**src/rtl/wb_timer.sv**
```systemverilog
// wb_timer: Wishbone classic-cycle slave that implements the machine timer.
// It holds a free-running 64-bit mtime with an 8-bit prescaler, a 64-bit
// mtimecmp, and drives a registered level interrupt when mtime >= mtimecmp.
//
// Ports:
//   clk_i        system clock, all state changes on its rising edge
//   rst_n_i      asynchronous active-low reset
//   wb_addr_i    word address, bits [4:2] select the register
//   wb_data_i    write data
//   wb_we_i      1 = write, 0 = read
//   wb_sel_i     byte enables for writes
//   wb_stb_i     strobe
//   wb_cyc_i     bus cycle
//   wb_ack_o     registered single-cycle acknowledge
//   wb_data_o    registered read data, valid while wb_ack_o is high
//   timer_irq_o  level machine-timer interrupt
//
// Register map (offset = addr[4:2] * 4):
//   0x00 MTIME_LO     read also snapshots mtime[63:32] into the HI shadow
//   0x04 MTIME_HI     read returns the shadow, write sets mtime[63:32]
//   0x08 MTIMECMP_LO
//   0x0C MTIMECMP_HI
//   0x10 CTRL         bit0 EN, bits[15:8] DIV
//   0x14 STATUS       bit0 = timer_irq_o, read only
//   0x18/0x1C         read 32'hDEAD_BEAF, writes ignored
module wb_timer #(
    parameter int WB_DATA_WIDTH = 32,
    parameter int WB_ADDR_WIDTH = 32,
    parameter int WB_SEL_WIDTH  = WB_DATA_WIDTH / 8
) (
    input  logic                     clk_i,
    input  logic                     rst_n_i,
    input  logic [WB_ADDR_WIDTH-1:0] wb_addr_i,
    input  logic [WB_DATA_WIDTH-1:0] wb_data_i,
    input  logic                     wb_we_i,
    input  logic [WB_SEL_WIDTH-1:0]  wb_sel_i,
    input  logic                     wb_stb_i,
    input  logic                     wb_cyc_i,
    output logic                     wb_ack_o,
    output logic [WB_DATA_WIDTH-1:0] wb_data_o,
    output logic                     timer_irq_o
);

    localparam logic [2:0] REG_MTIME_LO    = 3'd0;
    localparam logic [2:0] REG_MTIME_HI    = 3'd1;
    localparam logic [2:0] REG_MTIMECMP_LO = 3'd2;
    localparam logic [2:0] REG_MTIMECMP_HI = 3'd3;
    localparam logic [2:0] REG_CTRL        = 3'd4;
    localparam logic [2:0] REG_STATUS      = 3'd5;

    logic [63:0]              mtime_q, mtime_d;
    logic [63:0]              mtimecmp_q, mtimecmp_d;
    logic [31:0]              shadow_q, shadow_d;
    logic                     en_q, en_d;
    logic [7:0]               div_q, div_d;
    logic [7:0]               pcnt_q, pcnt_d;
    logic                     ack_q, ack_d;
    logic [WB_DATA_WIDTH-1:0] rdata_q, rdata_d;
    logic                     irq_q, irq_d;

    logic                     access;
    logic                     tick;
    logic [2:0]               reg_sel;
    logic [31:0]              ctrl_word;
    logic [31:0]              ctrl_merged;

    // Address bits outside [4:2] are decoded by the interconnect, not here.
    logic unused_addr_bits;
    assign unused_addr_bits = ^{wb_addr_i[WB_ADDR_WIDTH-1:5], wb_addr_i[1:0]};

    // Replace only the byte lanes enabled by sel, keep the others.
    function automatic logic [31:0] merge_bytes(input logic [31:0] old_w,
                                                input logic [31:0] new_w,
                                                input logic [3:0]  sel);
        logic [31:0] res;
        res = old_w;
        for (int b = 0; b < 4; b++) begin
            if (sel[b]) begin
                res[8*b +: 8] = new_w[8*b +: 8];
            end
        end
        return res;
    endfunction

    always_comb begin
        // An access is accepted only while no ack is outstanding, which
        // gives one access every two cycles under a held strobe.
        access    = wb_stb_i & wb_cyc_i & ~ack_q;
        reg_sel   = wb_addr_i[4:2];
        tick      = en_q && (pcnt_q == div_q);
        ctrl_word = {16'h0000, div_q, 7'b0000000, en_q};

        ack_d       = access;
        pcnt_d      = en_q ? (tick ? 8'd0 : pcnt_q + 8'd1) : pcnt_q;
        mtime_d     = mtime_q + {63'd0, tick};
        mtimecmp_d  = mtimecmp_q;
        shadow_d    = shadow_q;
        en_d        = en_q;
        div_d       = div_q;
        rdata_d     = rdata_q;
        ctrl_merged = merge_bytes(ctrl_word, wb_data_i, wb_sel_i);

        // Software writes overlay the already-incremented mtime, so the
        // written bytes win and the untouched bytes keep counting.
        if (access && wb_we_i) begin
            case (reg_sel)
                REG_MTIME_LO:    mtime_d[31:0]     = merge_bytes(mtime_d[31:0], wb_data_i, wb_sel_i);
                REG_MTIME_HI:    mtime_d[63:32]    = merge_bytes(mtime_d[63:32], wb_data_i, wb_sel_i);
                REG_MTIMECMP_LO: mtimecmp_d[31:0]  = merge_bytes(mtimecmp_q[31:0], wb_data_i, wb_sel_i);
                REG_MTIMECMP_HI: mtimecmp_d[63:32] = merge_bytes(mtimecmp_q[63:32], wb_data_i, wb_sel_i);
                REG_CTRL: begin
                    en_d   = ctrl_merged[0];
                    div_d  = ctrl_merged[15:8];
                    pcnt_d = 8'd0;
                end
                default: ;
            endcase
        end

        // Reading LO latches HI so a LO-then-HI pair is coherent.
        if (access && !wb_we_i) begin
            case (reg_sel)
                REG_MTIME_LO: begin
                    rdata_d  = mtime_q[31:0];
                    shadow_d = mtime_q[63:32];
                end
                REG_MTIME_HI:    rdata_d = shadow_q;
                REG_MTIMECMP_LO: rdata_d = mtimecmp_q[31:0];
                REG_MTIMECMP_HI: rdata_d = mtimecmp_q[63:32];
                REG_CTRL:        rdata_d = ctrl_word;
                REG_STATUS:      rdata_d = {31'd0, irq_q};
                default:         rdata_d = 32'hDEAD_BEAF;
            endcase
        end

        irq_d = en_q & (mtime_q >= mtimecmp_q);
    end

    always_ff @(posedge clk_i or negedge rst_n_i) begin
        if (!rst_n_i) begin
            mtime_q    <= 64'd0;
            mtimecmp_q <= 64'hFFFF_FFFF_FFFF_FFFF;
            shadow_q   <= 32'd0;
            en_q       <= 1'b0;
            div_q      <= 8'd0;
            pcnt_q     <= 8'd0;
            ack_q      <= 1'b0;
            rdata_q    <= '0;
            irq_q      <= 1'b0;
        end else begin
            mtime_q    <= mtime_d;
            mtimecmp_q <= mtimecmp_d;
            shadow_q   <= shadow_d;
            en_q       <= en_d;
            div_q      <= div_d;
            pcnt_q     <= pcnt_d;
            ack_q      <= ack_d;
            rdata_q    <= rdata_d;
            irq_q      <= irq_d;
        end
    end

    assign wb_ack_o    = ack_q;
    assign wb_data_o   = rdata_q;
    assign timer_irq_o = irq_q;

endmodule

```
**config.mk**
```make
export PLATFORM = sky130hd
export DESIGN_NAME = wb_timer
export DESIGN_NICKNAME = d
export VERILOG_FILES = /design/src/rtl/wb_timer.sv
export SDC_FILE = /design/constraint.sdc
export NUM_CORES = 1
export LEC_CHECK = 0
export CORE_UTILIZATION = 50
export CTS_CLUSTER_SIZE = 40
export DETAILED_ROUTE_END_ITERATION = 12
export GPL_TIMING_DRIVEN = 0
export HOLD_SLACK_MARGIN = 0.1
export PLACE_DENSITY_LB_ADDON = 0.15
export SLEW_MARGIN = 5
export SYNTH_ARGS = -nofsm -noshare
export SYNTH_HDL_FRONTEND = slang
export SYNTH_SLANG_ARGS = --single-unit
```
**constraint.sdc**
```tcl
create_clock -name clk_i -period 4.66 [get_ports clk_i]
set_input_delay 1.398 -clock clk_i [delete_from_list [all_inputs] [get_ports clk_i]]
set_output_delay 1.398 -clock clk_i [all_outputs]
set_load 0.005 [all_outputs]
```
### Word level (Yosys, flattened, before mapping)

Cells that the tools add are included.

* add/sub/neg operators: 2
* multiply operators: 0
* divide/modulo/power cells: 0
* magnitude comparators: 1
* eq/ne operators: 6
* shift-type cells: 0
* multiplexer cells: 16
* bitwise logic cells: 4
* reduce and logical (&&, ||, !) cells: 16

Operator list (number)
* 32-bit one-hot mux with 6 select lines: 1
* 8-bit two-way mux: 12
* 64-bit by 1-bit adder with 64-bit output: 1
* 64-bit >= comparator: 1
* 32-bit two-way mux: 2
* 64-bit two-way mux: 1
* 3-bit AND reduction: 10
* 8-bit by 1-bit adder with 8-bit output, second input constant: 1
* 8-bit equality test: 1
* 3-bit by 2-bit equality test with 1-bit output, second input constant: 2
* 3-bit equality test, second input constant: 2
* 1-bit AND: 3
* 3-bit by 1-bit equality test with 1-bit output, second input constant: 1
* 1-bit logical AND: 3
* 3-bit zero test: 1
* 2-bit AND reduction: 1
* 1-bit zero test: 1
* 1-bit NOT: 1

* register bits: 211
* latch bits: 0
* bits in writable memories: 0
* bits in read-only memories: 0
* output and inout bits: 34
* memories kept: 0

### Longest topological paths before layout

* depth in word-level cells: 6
* mapped depth: 12
* mapped depth without buffers: 11

### Least setup slack after synthesis

OpenSTA, ideal clock, no wires.

* path kind: input-to-reg
* from: input port wb_addr_i[3]
* to: register shadow_q[0]
* library setup time: 0.125 ns
* data arrival time: 2.845 ns
* required time: 4.535 ns
* path slack: 1.690 ns
* stages: 6
* buffers on the path: 3
* cell sequence: clkbuf_1 -> nor3_1 -> clkbuf_1 -> nand2_1 -> buf_1 -> mux2_2

* longest elaborated chain between the ends: 2

Ends and longest elaborated chain
* start: declaration: RTL line 33 `input logic [WB_ADDR_WIDTH-1:0] wb_addr_i,`
* 3-bit zero test: RTL line 122 `case (reg_sel)`
* 2-bit AND reduction (no line)
* end signal: assignment: RTL line 153 `shadow_q <= shadow_d;`
* end: declaration: RTL line 53 `logic [31:0] shadow_q, shadow_d;`

No other way between the ends.
A chain may end at the register's enable or synchronous reset.

### Final worst setup path

* from: input port wb_addr_i[2]
* to: register mtime_q[62]

* longest elaborated chain between the ends: 3

Ends and longest elaborated chain
* 3-bit by 1-bit equality test with 1-bit output
* 32-bit two-way mux: RTL line 106 `case (reg_sel)`
* 64-bit two-way mux: RTL line 105 `if (access && wb_we_i) begin`
* net mtime_d[62]: RTL line 51 `logic [63:0] mtime_q, mtime_d;`
* end signal: assignment: RTL line 151 `mtime_q <= mtime_d;`
* end: declaration: RTL line 51

The timed path passes the listed nets, and every way through them passes these cells.

==> results by group <==
Min path
  – Worst hold path class: flop to flop

Synth
  – Distinct cells, synth: 52
  – Post-synth top area cell: dfrtp_1
  – Synth top cells by count: dfrtp_1, a21oi_1, nor2_1, mux2_2, nand2_1
  – Seq/Total Area, Yosys: approximately 46%
  – Area contributors post-synth: dfrtp_1, dfstp_2, mux2_2, ha_1, a21oi_1
  – Synth Flop Type: dfrtp_1
  – Seq cells post-synth: ~210
  – Number of enable flip-flop cells after synthesis: 0
  – Syn avg cell area: 10.2 µm²
  – Synthesized area: roughly 12000 µm²
  – Post-synth top area share: 31.8%
  – Count leader, synth: dfrtp_1
  – Fraction of registers with async set or reset after synthesis: 100%
  – Syn_nets: approximately 1300
  – Gate count of the mapped netlist: around 1100
  – Yosys warning total: 0

Floorplan
  – Initial Utilization: between 50% and 60%
  – Row cnt: between 50 and 60
  – Die area: approximately 24000 µm²
  – Die Y: 154 µm
  – Ports: 107
  – Core box area: 22600 µm²
  – Die X: 154 µm

Placed design
  – PortBufs: 77
  – Placer Congestion: around 0.95
  – Placed instance count: ~1500
  – Post-detail-place hpwl: 24200 µm

Clocking
  – Clock buffer depth: 3
  – Clock sink total: about 210
  – PostCTS Resize Cnt: 0
  – TritonCTS clock tree: built
  – Total CTS buffers: 25
  – CTS root buffer: clkbuf_16
  – Total setup buffers inserted after CTS: 0
  – Hold_buf cts: 0
  – CTS H-tree depth: 1
  – Skew-Pair Late Insertion Delay: approximately 520 ps
  – Clock slew at reported path FFs: ~60 ps

STA
  – Slew @ Worst Pin: 1070 ps
  – Min Tclk post-route: ~4000 ps
  – Pins Over Slew Limit: 0
  – Relative slew slack: between 20% and 30%
  – Setup Total Neg Slack: 0 ps
  – Final setup viols: 0
  – RSZ-0062 raised after global routing: no
  – Crit share post-route: between 80% and 90%
  – F_max: approximately 250 MHz
  – Clk_skew: between 8 and 9 ps
  – Hold Fails Final Rpt: 0

GRT
  – Total GRT Usage: 28.8%
  – Initial antenna violation count: 0
  – First-pass GRT wire length: between 50000 and 60000 µm
  – Vias in the first global route: 9059
  – Remaining global-route overflow: 0
  – Largest net degree at the start of global routing: a little over 90

Route
  – Routed wire length: 33100 µm
  – ANT nets after route: 0
  – DR vias: 9199
  – Via-to-Cell Ratio: between 5 and 6
  – Iteration-0 DRC Markers: 640
  – DR pass1 iterations: 5
  – Average wire per standard cell: roughly 21 µm
  – DRC viols: 0

Final layout
  – Antenna cell count: 0
  – Share of cells above drive strength 1: ~18%
  – P&R area growth vs syn: 17.3%
  – Non-filler cells in the finished layout: about 1500
  – Nets: roughly 1400

Setup path
  – Crit path max fanout: 10
  – Setup Crit Path Kind: input pin to flop
  – Startpoint type of the worst setup path: input pin
  – CP required: between 5000 and 6000 ps
  – CP Capture Type: flop
  – Crit path arrival time: between 4000 and 5000 ps

Pwr
  – Leak Pwr: ~5.5 nW
  – Cell area power density: ~400 nW/µm²
  – Worst vdd ir: 0.282 mV

Status
  – Outcome: finished, final reports clean

Flow run
  – Max-Cap Viols: 0
stage by stage:
step	util, %	hold slack, ps	setup slack (ps)	power [mW]	instance area (µm²)
6_report	60.0	467	596	5.59	13600
5_1_grt	60.0	507	453	5.88	13600
4_1_cts	60.0	469	713	5.61	13600
3_5_place_dp	56.4	457	187	3.67	12800
3_3_place_gp	56.1	451	-6870	3.63	12700
2_1_floorplan	-	463	1690	3.16	11600
where the power goes:
part / switching, mW / total, mW / leakage, nW / internal [mW]
Combinational: 0.570 / 1.16 / 2.79 / 0.586
Sequential: 0.316 / 2.50 / 2.30 / 2.19
Clock: 0.754 / 1.93 / 0.400 / 1.18
Total: 1.64 / 5.59 / 5.49 / 3.95
worst max-delay path: stages:
cell and delay (ps):
clkdlybuf4s50_1 500, buf_2 280, inv_1 150, nor3_1 470, clkbuf_1 630, nand2_1 400
clkbuf_1 370, nor2_1 170, a21oi_1 60
kinds of logic (layout without fill, tap and decap cells):
family          count (synthesis)  count (layout)  share of synthesized area [%]
simple gates                  331             331                           13.8
compound gates                219             219                           11.5
flops                         211             211                           46.3
buf+inv                       118             241                           3.87
mux                           115             115                           11.4
xor+xnor                       77              77                           5.83
fa+ha+maj                      67              67                           7.24
state kept, by name (all words and copies together) (netlist names):
signal / cells
mtime_q: 64
pcnt_q: 8
timer_irq_o: 1
en_q: 1
mtimecmp_q: 64
shadow_q: 32
wb_ack_o: 1
div_q: 8
wb_data_o: 32
layout by cell type, fill, tap and decap left out, drive strengths merged, types with 23 or more instances in the layout:
master and n:
o21ai 29, nand3 34, xnor2 23, a21oi 116, dfstp 64, xor2 54, mux2 108, nand4 34
ha 67, nand2 83, a221oi 26, dfrtp 147, clkdlybuf4s50 76, clkbuf 80, nor2 109, inv 71
final cells by class:
| cell class | instances | area [µm²] |
|---|---|---|
| clock buffer | 42 | 779 |
| buffer | 47 | 181 |
| fill | 1959 | 9060 |
| multi-input combinational | 809 | 5770 |
| tap | 285 | 357 |
| timing repair buffer | 79 | 831 |
| sequential | 211 | 5360 |
| inverter | 71 | 267 |
| clock inverter | 2 | 35.0 |
worst paths after layout:
check	cells past startpoint	slack (ps)	from	to
setup / recovery	9	600	wb_addr_i[2]	mtime_q[62]
hold / removal	2	470	wb_data_o[14]	wb_data_o[14]
setup reg to reg	12	980	pcnt_q[0]	mtime_q[24]
hold reg to reg	2	470	wb_data_o[14]	wb_data_o[14]
max in group asynchronous	3	2690	rst_n_i	mtimecmp_q[18]
min in group asynchronous	1	780	rst_n_i	pcnt_q[2]
per-layer routing:
layer | routed length, µm | vias up | global-route usage [%]
met3 | 2270 | 75 | 5.58
met2 | 15000 | 332 | 44.5
li1 | - | 4277 | -
met4 | 1100 | 0 | 9.52
met5 | 0 | - | 0
met1 | 14800 | 4515 | 40.6
Power figures use the tool's default switching activity.
